**config.mk**
```make
export PLATFORM = sky130hd
export DESIGN_NAME = multdiv_unit
export DESIGN_NICKNAME = d
export VERILOG_FILES = /design/src/rtl/multdiv_pkg.sv /design/src/rtl/multdiv_unit_abs.sv /design/src/rtl/multdiv_unit.sv
export SDC_FILE = /design/constraint.sdc
export NUM_CORES = 1
export LEC_CHECK = 0
export BUFFER_PORTS_ARGS = -buffer_cell sky130_fd_sc_hd__buf_2
export CAP_MARGIN = 40
export CORE_MARGIN = 1
export CORE_UTILIZATION = 62
export DETAILED_ROUTE_END_ITERATION = 10
export HOLD_SLACK_MARGIN = 0.03
export PLACE_DENSITY = 0.82
export SETUP_SLACK_MARGIN = 0.05
export SLEW_MARGIN = 20
export SYNTH_ARGS = -nofsm -noshare
export SYNTH_HDL_FRONTEND = slang
export SYNTH_SLANG_ARGS = --single-unit
```
**constraint.sdc**
```tcl
create_clock -name clock -period 4.6 [get_ports clock]
set_input_delay 0.23 -clock clock [delete_from_list [all_inputs] [get_ports clock]]
set_output_delay 0.23 -clock clock [all_outputs]
set_load 0.03 [all_outputs]
```
**src/rtl/multdiv_pkg.sv**
```systemverilog
// Shared types for the multicycle multiply/divide unit.
package multdiv_pkg;

  typedef enum logic [1:0] {
    IDLE = 2'd0,
    MUL  = 2'd1,
    DIV  = 2'd2,
    FIX  = 2'd3
  } state_t;

  // Opcode encoding shared with the execute-stage decoder
  typedef enum logic [1:0] {
    OP_NONE = 2'd0,
    OP_MULT = 2'd1,
    OP_DIV  = 2'd2
  } op_t;

  // Iteration counter width for a given operand width (COUNT_W = clog2(WIDTH)+1)
  function automatic int unsigned count_w(input int unsigned w);
    return $clog2(w) + 1;
  endfunction

endpackage

```
**src/rtl/multdiv_unit_abs.sv**
```systemverilog
// Magnitude/sign extraction with an optional forced negation, used both for
// operand magnitudes and for re-applying the result sign.
module abs_value #(
  parameter int unsigned WIDTH = 32
) (
  input  logic [WIDTH-1:0] value,
  input  logic             negate,
  output logic [WIDTH-1:0] mag,
  output logic             sign
);

  assign sign = value[WIDTH-1];
  assign mag  = (sign ^ negate) ? (~value + WIDTH'(1)) : value;

endmodule

```
**src/rtl/multdiv_unit.sv**
```systemverilog
// Multicycle signed multiply (shift-add) / divide (restoring) unit with a
// final sign-fix cycle; one result pulse per completed operation.
module multdiv_unit
  import multdiv_pkg::*;
#(
  parameter int unsigned WIDTH = 32
) (
  input  logic             clock,
  input  logic             reset,
  input  logic             ctrl_MULT,
  input  logic             ctrl_DIV,
  input  logic [WIDTH-1:0] operandA,
  input  logic [WIDTH-1:0] operandB,
  output logic [WIDTH-1:0] result,
  output logic             exception,
  output logic             resultRDY
);

  localparam int unsigned COUNT_W = count_w(WIDTH);
  localparam logic [COUNT_W-1:0] LAST = COUNT_W'(WIDTH - 1);

  state_t               state, state_nx;
  op_t                  op;
  logic [COUNT_W-1:0]   count;
  logic [WIDTH-1:0]     hi, lo, mag_b;
  logic                 sign_a, sign_b, b_zero;
  logic                 start;

  logic [WIDTH-1:0]     mag_a_in, mag_b_in;
  logic                 sign_a_in, sign_b_in;

  logic [WIDTH:0]       mul_sum;
  logic [WIDTH:0]       div_shift;
  logic [WIDTH+1:0]     div_diff;
  logic                 div_borrow;

  logic [2*WIDTH-1:0]   fix_in, fix_val;
  logic                 fix_sign_unused;
  logic                 fix_ovf;

  assign start = ctrl_MULT | ctrl_DIV;

  abs_value #(.WIDTH(WIDTH)) u_abs_a (
    .value(operandA), .negate(1'b0), .mag(mag_a_in), .sign(sign_a_in)
  );

  abs_value #(.WIDTH(WIDTH)) u_abs_b (
    .value(operandB), .negate(1'b0), .mag(mag_b_in), .sign(sign_b_in)
  );

  // Magnitudes are zero-extended to 2*WIDTH so the MSB is never set and the
  // instance acts as a pure conditional negate on the final value.
  assign fix_in = (op == OP_MULT) ? {hi, lo} : {{WIDTH{1'b0}}, lo};

  abs_value #(.WIDTH(2 * WIDTH)) u_abs_fix (
    .value(fix_in), .negate(sign_a ^ sign_b), .mag(fix_val), .sign(fix_sign_unused)
  );

  always_comb begin
    mul_sum    = {1'b0, hi} + (lo[0] ? {1'b0, mag_b} : '0);
    div_shift  = {hi, lo[WIDTH-1]};
    div_diff   = {1'b0, div_shift} - {2'b00, mag_b};
    div_borrow = div_diff[WIDTH+1];
    fix_ovf    = fix_val[2*WIDTH-1:WIDTH] != {WIDTH{fix_val[WIDTH-1]}};
  end

  always_ff @(posedge clock or posedge reset) begin
    if (reset) state <= IDLE;
    else       state <= state_nx;
  end

  always_comb begin
    state_nx = state;
    if (ctrl_MULT) begin
      state_nx = MUL;
    end else if (ctrl_DIV) begin
      state_nx = DIV;
    end else begin
      unique case (state)
        IDLE:    state_nx = IDLE;
        MUL:     if (count == LAST) state_nx = FIX;
        DIV:     if (b_zero || count == LAST) state_nx = FIX;
        FIX:     state_nx = IDLE;
        default: state_nx = IDLE;
      endcase
    end
  end

  always_ff @(posedge clock or posedge reset) begin
    if (reset) begin
      op        <= OP_NONE;
      count     <= '0;
      hi        <= '0;
      lo        <= '0;
      mag_b     <= '0;
      sign_a    <= 1'b0;
      sign_b    <= 1'b0;
      b_zero    <= 1'b0;
      result    <= '0;
      exception <= 1'b0;
      resultRDY <= 1'b0;
    end else begin
      resultRDY <= 1'b0;
      if (start) begin
        op     <= ctrl_MULT ? OP_MULT : OP_DIV;
        hi     <= '0;
        lo     <= mag_a_in;
        mag_b  <= mag_b_in;
        sign_a <= sign_a_in;
        sign_b <= sign_b_in;
        b_zero <= (operandB == '0);
        count  <= '0;
      end else begin
        unique case (state)
          MUL: begin
            hi    <= mul_sum[WIDTH:1];
            lo    <= {mul_sum[0], lo[WIDTH-1:1]};
            count <= count + COUNT_W'(1);
          end
          DIV: begin
            if (!b_zero) begin
              hi    <= div_borrow ? div_shift[WIDTH-1:0] : div_diff[WIDTH-1:0];
              lo    <= {lo[WIDTH-2:0], ~div_borrow};
              count <= count + COUNT_W'(1);
            end
          end
          FIX: begin
            resultRDY <= 1'b1;
            if (op == OP_DIV && b_zero) begin
              result    <= '0;
              exception <= 1'b1;
            end else begin
              result    <= fix_val[WIDTH-1:0];
              exception <= fix_ovf;
            end
          end
          default: ;
        endcase
      end
    end
  end

endmodule

```
==> results of run 1 <==
==> critical path, delay by kind of cell (launching register included) <==
kind / cells / cell delay [ps]
adders and majority gates: 1 / 340
AOI/OAI and AO/OA: 8 / 2210
DFF: 1 / 460
buffers and inverters: 1 / 360
and+or+nand+nor: 2 / 260
muxes: 1 / 190
==> cell type report <==
| type | count | area (um2) | area share [%] |
|---|---|---|---|
| clock inverter | 15 | 171 | 1.19 |
| timing repair buffer | 122 | 689 | 4.77 |
| clock buffer | 17 | 425 | 2.94 |
| inverter | 67 | 256 | 1.78 |
| multi-input combinational | 1388 | 8990 | 62.2 |
| sequential | 143 | 3580 | 24.8 |
| tap | 270 | 338 | 2.34 |
==> flip-flops by register name, indices dropped and copies added, names as in the netlist <==
register,flops
b_zero,1
op,2
hi,32
lo,32
mag_b,32
sign_a,1
state,2
count,6
sign_b,1
resultRDY,1
exception,1
result,32
==> layer usage <==
metal,global-route usage [%],up-vias
li1,-,6285
met3,6.36,77
met2,55.6,716
met5,0,-
met1,50.9,6185
met4,9.18,0
==> path summary, 6_finish.rpt <==
check / from / to / slack (ps) / cells after the start
worst max-delay path: lo[0] / hi[29] / 670 / 13
worst min-delay path: ctrl_MULT / op[1] / 40 / 2
worst max register to register: lo[0] / hi[29] / 670 / 13
worst min register to register: result[18] / result[18] / 470 / 2
max in group asynchronous: reset / mag_b[16] / 3510 / 4
min in group asynchronous: reset / lo[7] / 300 / 3
==> power by group <==
group	internal, W	leakage (nW)	switching (W)
Combinational	0.00100	4.25	0.00188
Sequential	0.00151	1.79	0.000293
Clock	0.000777	0.297	0.000667
==> through the flow <==
stage	instances	setup WS, ps	utilization [%]
finish	2022	666	70.5
global route	2022	407	70.5
CTS	2022	714	70.5
detailed placement	1989	763	67.5
global placement	1987	855	67.3
floorplan	1695	532	-
==> placed cells by master (no fill, tap or decap), types with 35 or more instances in the layout <==
| cell type | netlist | layout |
|---|---|---|
| nand2_1 | 201 | 201 |
| o21ai_0 | 192 | 190 |
| dfrtp_1 | 143 | 143 |
| nor2_1 | 137 | 136 |
| a21oi_1 | 106 | 105 |
| xor2_1 | 103 | 102 |
| buf_2 | 4 | 101 |
| ha_1 | 71 | 70 |
| inv_1 | 67 | 66 |
| o211ai_1 | 54 | 54 |
| xnor2_1 | 53 | 52 |
| mux2i_1 | 44 | 44 |
| nor3_1 | 43 | 43 |
| o31ai_1 | 36 | 36 |
| nand3_1 | 35 | 35 |
==> cells by family after synthesis <==
group | Yosys count | share of synthesized area, %
xor gates and xnor gates | 156 | 10.4
muxes | 46 | 3.53
DFF | 143 | 27.3
adders and majority gates | 73 | 7.07
AOI/OAI and AO/OA | 553 | 26.7
and+or+nand+nor | 560 | 20.3
buffers and inverters | 164 | 4.73
==> summary.txt, run 1 <==
Outcome
  – Status: finished, final reports clean

Floorplan
  – FP Rows: 52
  – Core Area: 20,500 um2
  – Die area: 21,800 um2
  – DIE WIDTH: between 100 and 150 um
  – Starting Density: 64.1%
  – Io pins: 102
  – Die Ht: 148 um

Finish
  – Fin area: 14,400 um2
  – P&R area growth vs syn: 10.0%
  – Inserted Diodes: 0
  – Share of cells above drive strength 1: 11.1%
  – Final nets: 1,880
  – # fillers: between 1,500 and 2,000

Clock tree
  – Post-CTS setup buffer count: 0
  – Post_cts resized: 0
  – Post-CTS Hold Buffers: 1
  – Clk slew on worst S/H paths: 70 ps
  – CTS tree: done
  – Num CTS Buffers: 17
  – CTS sink count: between 100 and 150
  – Worst skew pair latency: ~440 ps
  – Clock root cell: clkbuf_16
  – CTS max path bufs: 2
  – H-tree levels: 4

Drt
  – WL per Instance: 19.0 um
  – Iter 0 DRT Violations: 1,478
  – First-pass detailed-route iteration total: 6
  – Wire length on met1: 17,000 um
  – WL met2: about 17,000 um
  – Final ANT Viol Nets: 0
  – # DRC: 0
  – Via count: 13,300
  – WL final: 38,400 um
  – WL met3: 3490 um
  – Via/cell ratio: 6.56
  – DR top layer: met4

GRT
  – Largest net degree at the start of global routing: 85
  – Antenna violations before repair: 0
  – GRT Total Usage: 35.7%
  – Grt total ovfl: 0
  – Number of global-route vias before repair: approximately 12,000
  – Global-route wire length before repair: 62,100 um

Job
  – MaxCap Viol Count: 0

Synth
  – Leading cell types by total area after synthesis: dfrtp_1 27%, o21ai_0 7.3%, xor2_1 6.9%, ha_1 6.8%, nand2_1 5.7%
  – Synth Net Count: 1,836
  – Area leader, netlist: dfrtp_1
  – Yosys reg bits: between 100 and 150
  – Syn_area_per_cell: 7.74 um2
  – Top-area cell type share of the netlist area: 27.3%
  – Sequential share of the synthesized area: 27.3%
  – Number of synthesized flops with an enable pin: 0
  – Netlist Area Pre-Place: 13,100 um2
  – Yosys warns: 0
  – Count leader, synth: nand2_1
  – Post-Syn Instances: 1,695
  – Post-synth top cells: 201 x nand2_1, 192 x o21ai_0, 143 x dfrtp_1
  – Asr flop ratio synth: between 90% and 100%
  – Main synth FF type: dfrtp_1
  – Post-synth cell types: 74

Timing
  – Slew HR: 40.9%
  – Final slew viol count: 0
  – Max Freq: 254 MHz
  – Setup_tns: 0 ps
  – Final setup vio count: 0
  – Min Hold Slack: approximately 44 ps
  – RSZ-0062 raised after global routing: false
  – Final hold viol count: 0
  – Clock Skew: between 10 and 15 ps
  – Final period util: 85.5%
  – Worst-Margin Slew: 882 ps
  – Min Clock Period, post-route: 3930 ps

Place
  – Port Buf Inserts: 101
  – Post-DP HPWL: 28,400 um
  – Dpl cell area: 13,800 um2
  – Placer congestion estimate: roughly 0.95

Critical path
  – Worst-path cell chain: inv_1 > nor2_1 > ha_1 > nor2b_1 > o21ai_0 > a211o_1 > a31oi_1 > a311oi_1 > o21ai_0 > a32oi_1 > a21oi_1 > mux2i_1 > o21ai_0
  – Crit path kind: reg2reg
  – Worst setup EP type: register
  – CP Data Arrival Time: 4250 ps
  – WP data required: 4910 ps
  – Crit start category: register
  – CP max-delay cell: o21ai_0
  – CP max FO: 12
  – Worst path max stage delay: 540 ps
  – Most used cell, CP: o21ai_0

Min path
  – Hold Path Class: in2reg

Power
  – Leak: 6.34 nW
  – PwrDens: 424 nW/um2
  – Max IR drop VDD: 267 uV
  – Power, Total: just over 0.006 W
Power figures use the tool's default switching activity.
==> run 2: changes to the inputs <==
--- a/config.mk
+++ b/config.mk
@@ -10,7 +10,7 @@
 export CORE_MARGIN = 1
 export CORE_UTILIZATION = 62
 export DETAILED_ROUTE_END_ITERATION = 10
-export HOLD_SLACK_MARGIN = 0.03
+export HOLD_SLACK_MARGIN = 0.08
 export PLACE_DENSITY = 0.82
 export SETUP_SLACK_MARGIN = 0.05
 export SLEW_MARGIN = 20
==> run 2 against run 1 <==
Utilization about the same. Clock power barely moved. Die area stayed put. Global-route usage is the same. Critical path type unchanged. Critical endpoint is now hi[27].
==> summary.txt, run 2 (synthesis gave the netlist of run 1 again) <==
Finish
  – Most common cell after layout, fill and taps aside: nand2_1 (unchanged)
  – Share of cells above drive strength 1: 11.1% (about the same)
  – P&R area growth vs syn: 10.1% (was 10.0%)
  – Inserted Diodes: 0 (unchanged)
  – Commonest cells after routing, fill and taps aside: 201 x nand2_1, 190 x o21ai_0, 143 x dfrtp_1 (unchanged)
  – Final nets: 1,881 (was 1,880)

Timing
  – Clock Skew: 11.9 ps (was 11.7 ps)
  – Final setup vio count: 0 (unchanged)
  – Final period util: 87.0% (was 85.5%)
  – Final hold viol count: 0 (unchanged)
  – Fin worst setup slack: 596 ps (was 666 ps)
  – Final slew viol count: 0 (unchanged)
  – Worst-Margin Slew: 893 ps (was 882 ps)
  – Max Freq: 250 MHz (was 254 MHz)
  – Min Clock Period, post-route: 4000 ps (was 3930 ps)
  – RSZ-0062 raised after global routing: false (unchanged)
  – Slew HR: 40.2% (was 40.9%)
  – Setup_tns: 0 ps (unchanged)

Clock tree
  – Worst skew pair latency: 440 ps (about the same)
  – CTS tree: done (unchanged)
  – Post-CTS setup buffer count: 0 (unchanged)
  – CTS max path bufs: 2 (unchanged)
  – H-tree levels: 4 (unchanged)
  – Num CTS Buffers: 17 (unchanged)
  – Clk slew on worst S/H paths: 70 ps (about the same)
  – Post-CTS Hold Buffers: 2 (was 1)
  – CTS sink count: 143 (unchanged)
  – Clock root cell: clkbuf_16 (unchanged)
  – Post_cts resized: 0 (unchanged)

Critical path
  – CP Data Arrival Time: 4310 ps (was 4250 ps)
  – Critical path depth in cells: 13 (unchanged)
  – Worst setup EP type: register (unchanged)
  – Crit path kind: reg2reg (unchanged)
  – CP delay by family, top: compound AO/OA/AOI/OAI gates (unchanged)
  – Worst Reg2Reg Path Length in Cells: 13 (unchanged)
  – CP max FO: 12 (unchanged)
  – WP data required: 4910 ps (about the same)
  – Number of buffer and inverter stages on the critical path: 1 (unchanged)
  – Worst path max stage delay: 580 ps (was 540 ps)
  – CP max-delay cell: o21ai_0 (unchanged)
  – Worst-path cell chain: inv_1 > nor2_1 > ha_1 > nor2b_1 > o21ai_0 > a211o_1 > a31oi_1 > a311oi_1 > o21ai_0 > a32oi_1 > a21boi_0 > xnor2_1 > o211ai_1 (was inv_1 > nor2_1 > ha_1 > nor2b_1 > o21ai_0 > a211o_1 > a31oi_1 > a311oi_1 > o21ai_0 > a32oi_1 > a21oi_1 > mux2i_1 > o21ai_0)
  – Most used cell, CP: o21ai_0 (unchanged)
  – Crit start category: register (unchanged)

Place
  – Placer congestion estimate: 0.946 (unchanged)
  – Place WS: 763 ps (unchanged)
  – Post-DP HPWL: 28,400 um (unchanged)
  – Port Buf Inserts: 101 (unchanged)

GRT
  – Global-route wire length before repair: 62,100 um (unchanged)
  – GRT Total Usage: 35.7% (unchanged)
  – Largest net degree at the start of global routing: 85 (unchanged)
  – Antenna violations before repair: 0 (unchanged)
  – Grt total ovfl: 0 (unchanged)
  – Number of global-route vias before repair: 12,000 (unchanged)

Drt
  – WL per Instance: 18.9 um (was 19.0 um)
  – WL final: 38,300 um (was 38,400 um)
  – Via count: 13,300 (about the same)
  – First-pass detailed-route iteration total: 8 (was 6)
  – Final ANT Viol Nets: 0 (unchanged)
  – Via/cell ratio: 6.55 (was 6.56)
  – # DRC: 0 (unchanged)
  – Iter 0 DRT Violations: 1,454 (was 1,478)

Power
  – PwrDens: 424 nW/um2 (about the same)
  – Max IR drop VDD: 267 uV (about the same)
  – Leak: 6.34 nW (about the same)

Job
  – MaxCap Viol Count: 0 (unchanged)

Floorplan
  – Starting Density: 64.1% (unchanged)
  – Die Ht: 148 um (unchanged)
  – Io pins: 102 (unchanged)
  – Core Area: 20,500 um2 (unchanged)
  – Die area: 21,800 um2 (unchanged)
  – FP Rows: 52 (unchanged)
  – DIE WIDTH: 148 um (unchanged)

Min path
  – Min-Delay Path Depth: 3 (was 2)
  – Hold Path Class: in2reg (unchanged)

Outcome
  – Status: finished, final reports clean (unchanged)
==> run 2: area by class of cell <==
class                           instances  area [um2]
Timing Repair Buffer                  123         699
Clock inverter                         15         171
Inverter                               67         256
Multi-Input combinational cell       1388        8990
Clock buffer                           17         425
Fill cell                            1693        6040
Tap cell                              270         338
Sequential cell                       143        3580
==> run 2: final timing paths <==
kind	start	to	slack, ps
setup / recovery	lo[0]	hi[27]	600
hold / removal	operandB[30]	mag_b[30]	90
setup reg to reg	lo[0]	hi[27]	600
hold reg to reg	result[18]	result[18]	470
max in group asynchronous	reset	mag_b[15]	3510
min in group asynchronous	reset	lo[7]	300
==> run 2: power breakdown <==
| group | leakage [nW] | switching, W | total (W) | internal, W |
|---|---|---|---|---|
| clock network | 0.297 | 0.000664 | 0.00144 | 0.000777 |
| registers | 1.79 | 0.000294 | 0.00180 | 0.00151 |
| logic | 4.25 | 0.00188 | 0.00288 | 0.00100 |
==> run 2: metrics by stage <==
step	cells	total power (W)	util [%]	hold WS (ps)	cell area, um2
finish	2023	0.00613	70.5	92.5	14500
global route	2023	0.00648	70.5	101	14500
CTS	2023	0.00606	70.5	86.7	14500
detailed placement	1989	0.00462	67.5	212	13800
global placement	1987	0.00455	67.3	457	13800
floorplan	1695	0.00384	-	296	13100
==> run 2: routing by layer <==
layer	part of all wire (%)	vias to the layer above	global-route usage (%)	wire length (um)
met4	2.2	0	9.18	827
met2	44	716	55.6	17000
li1	-	6278	-	-
met5	0	-	0	0
met1	44	6178	50.9	17000
met3	9.1	88	6.36	3490
==> run 2: tightest hold or removal path, stage by stage <==
cell and delay [ps]:
buf_2 90, xor2_1 50, o21ai_0 120
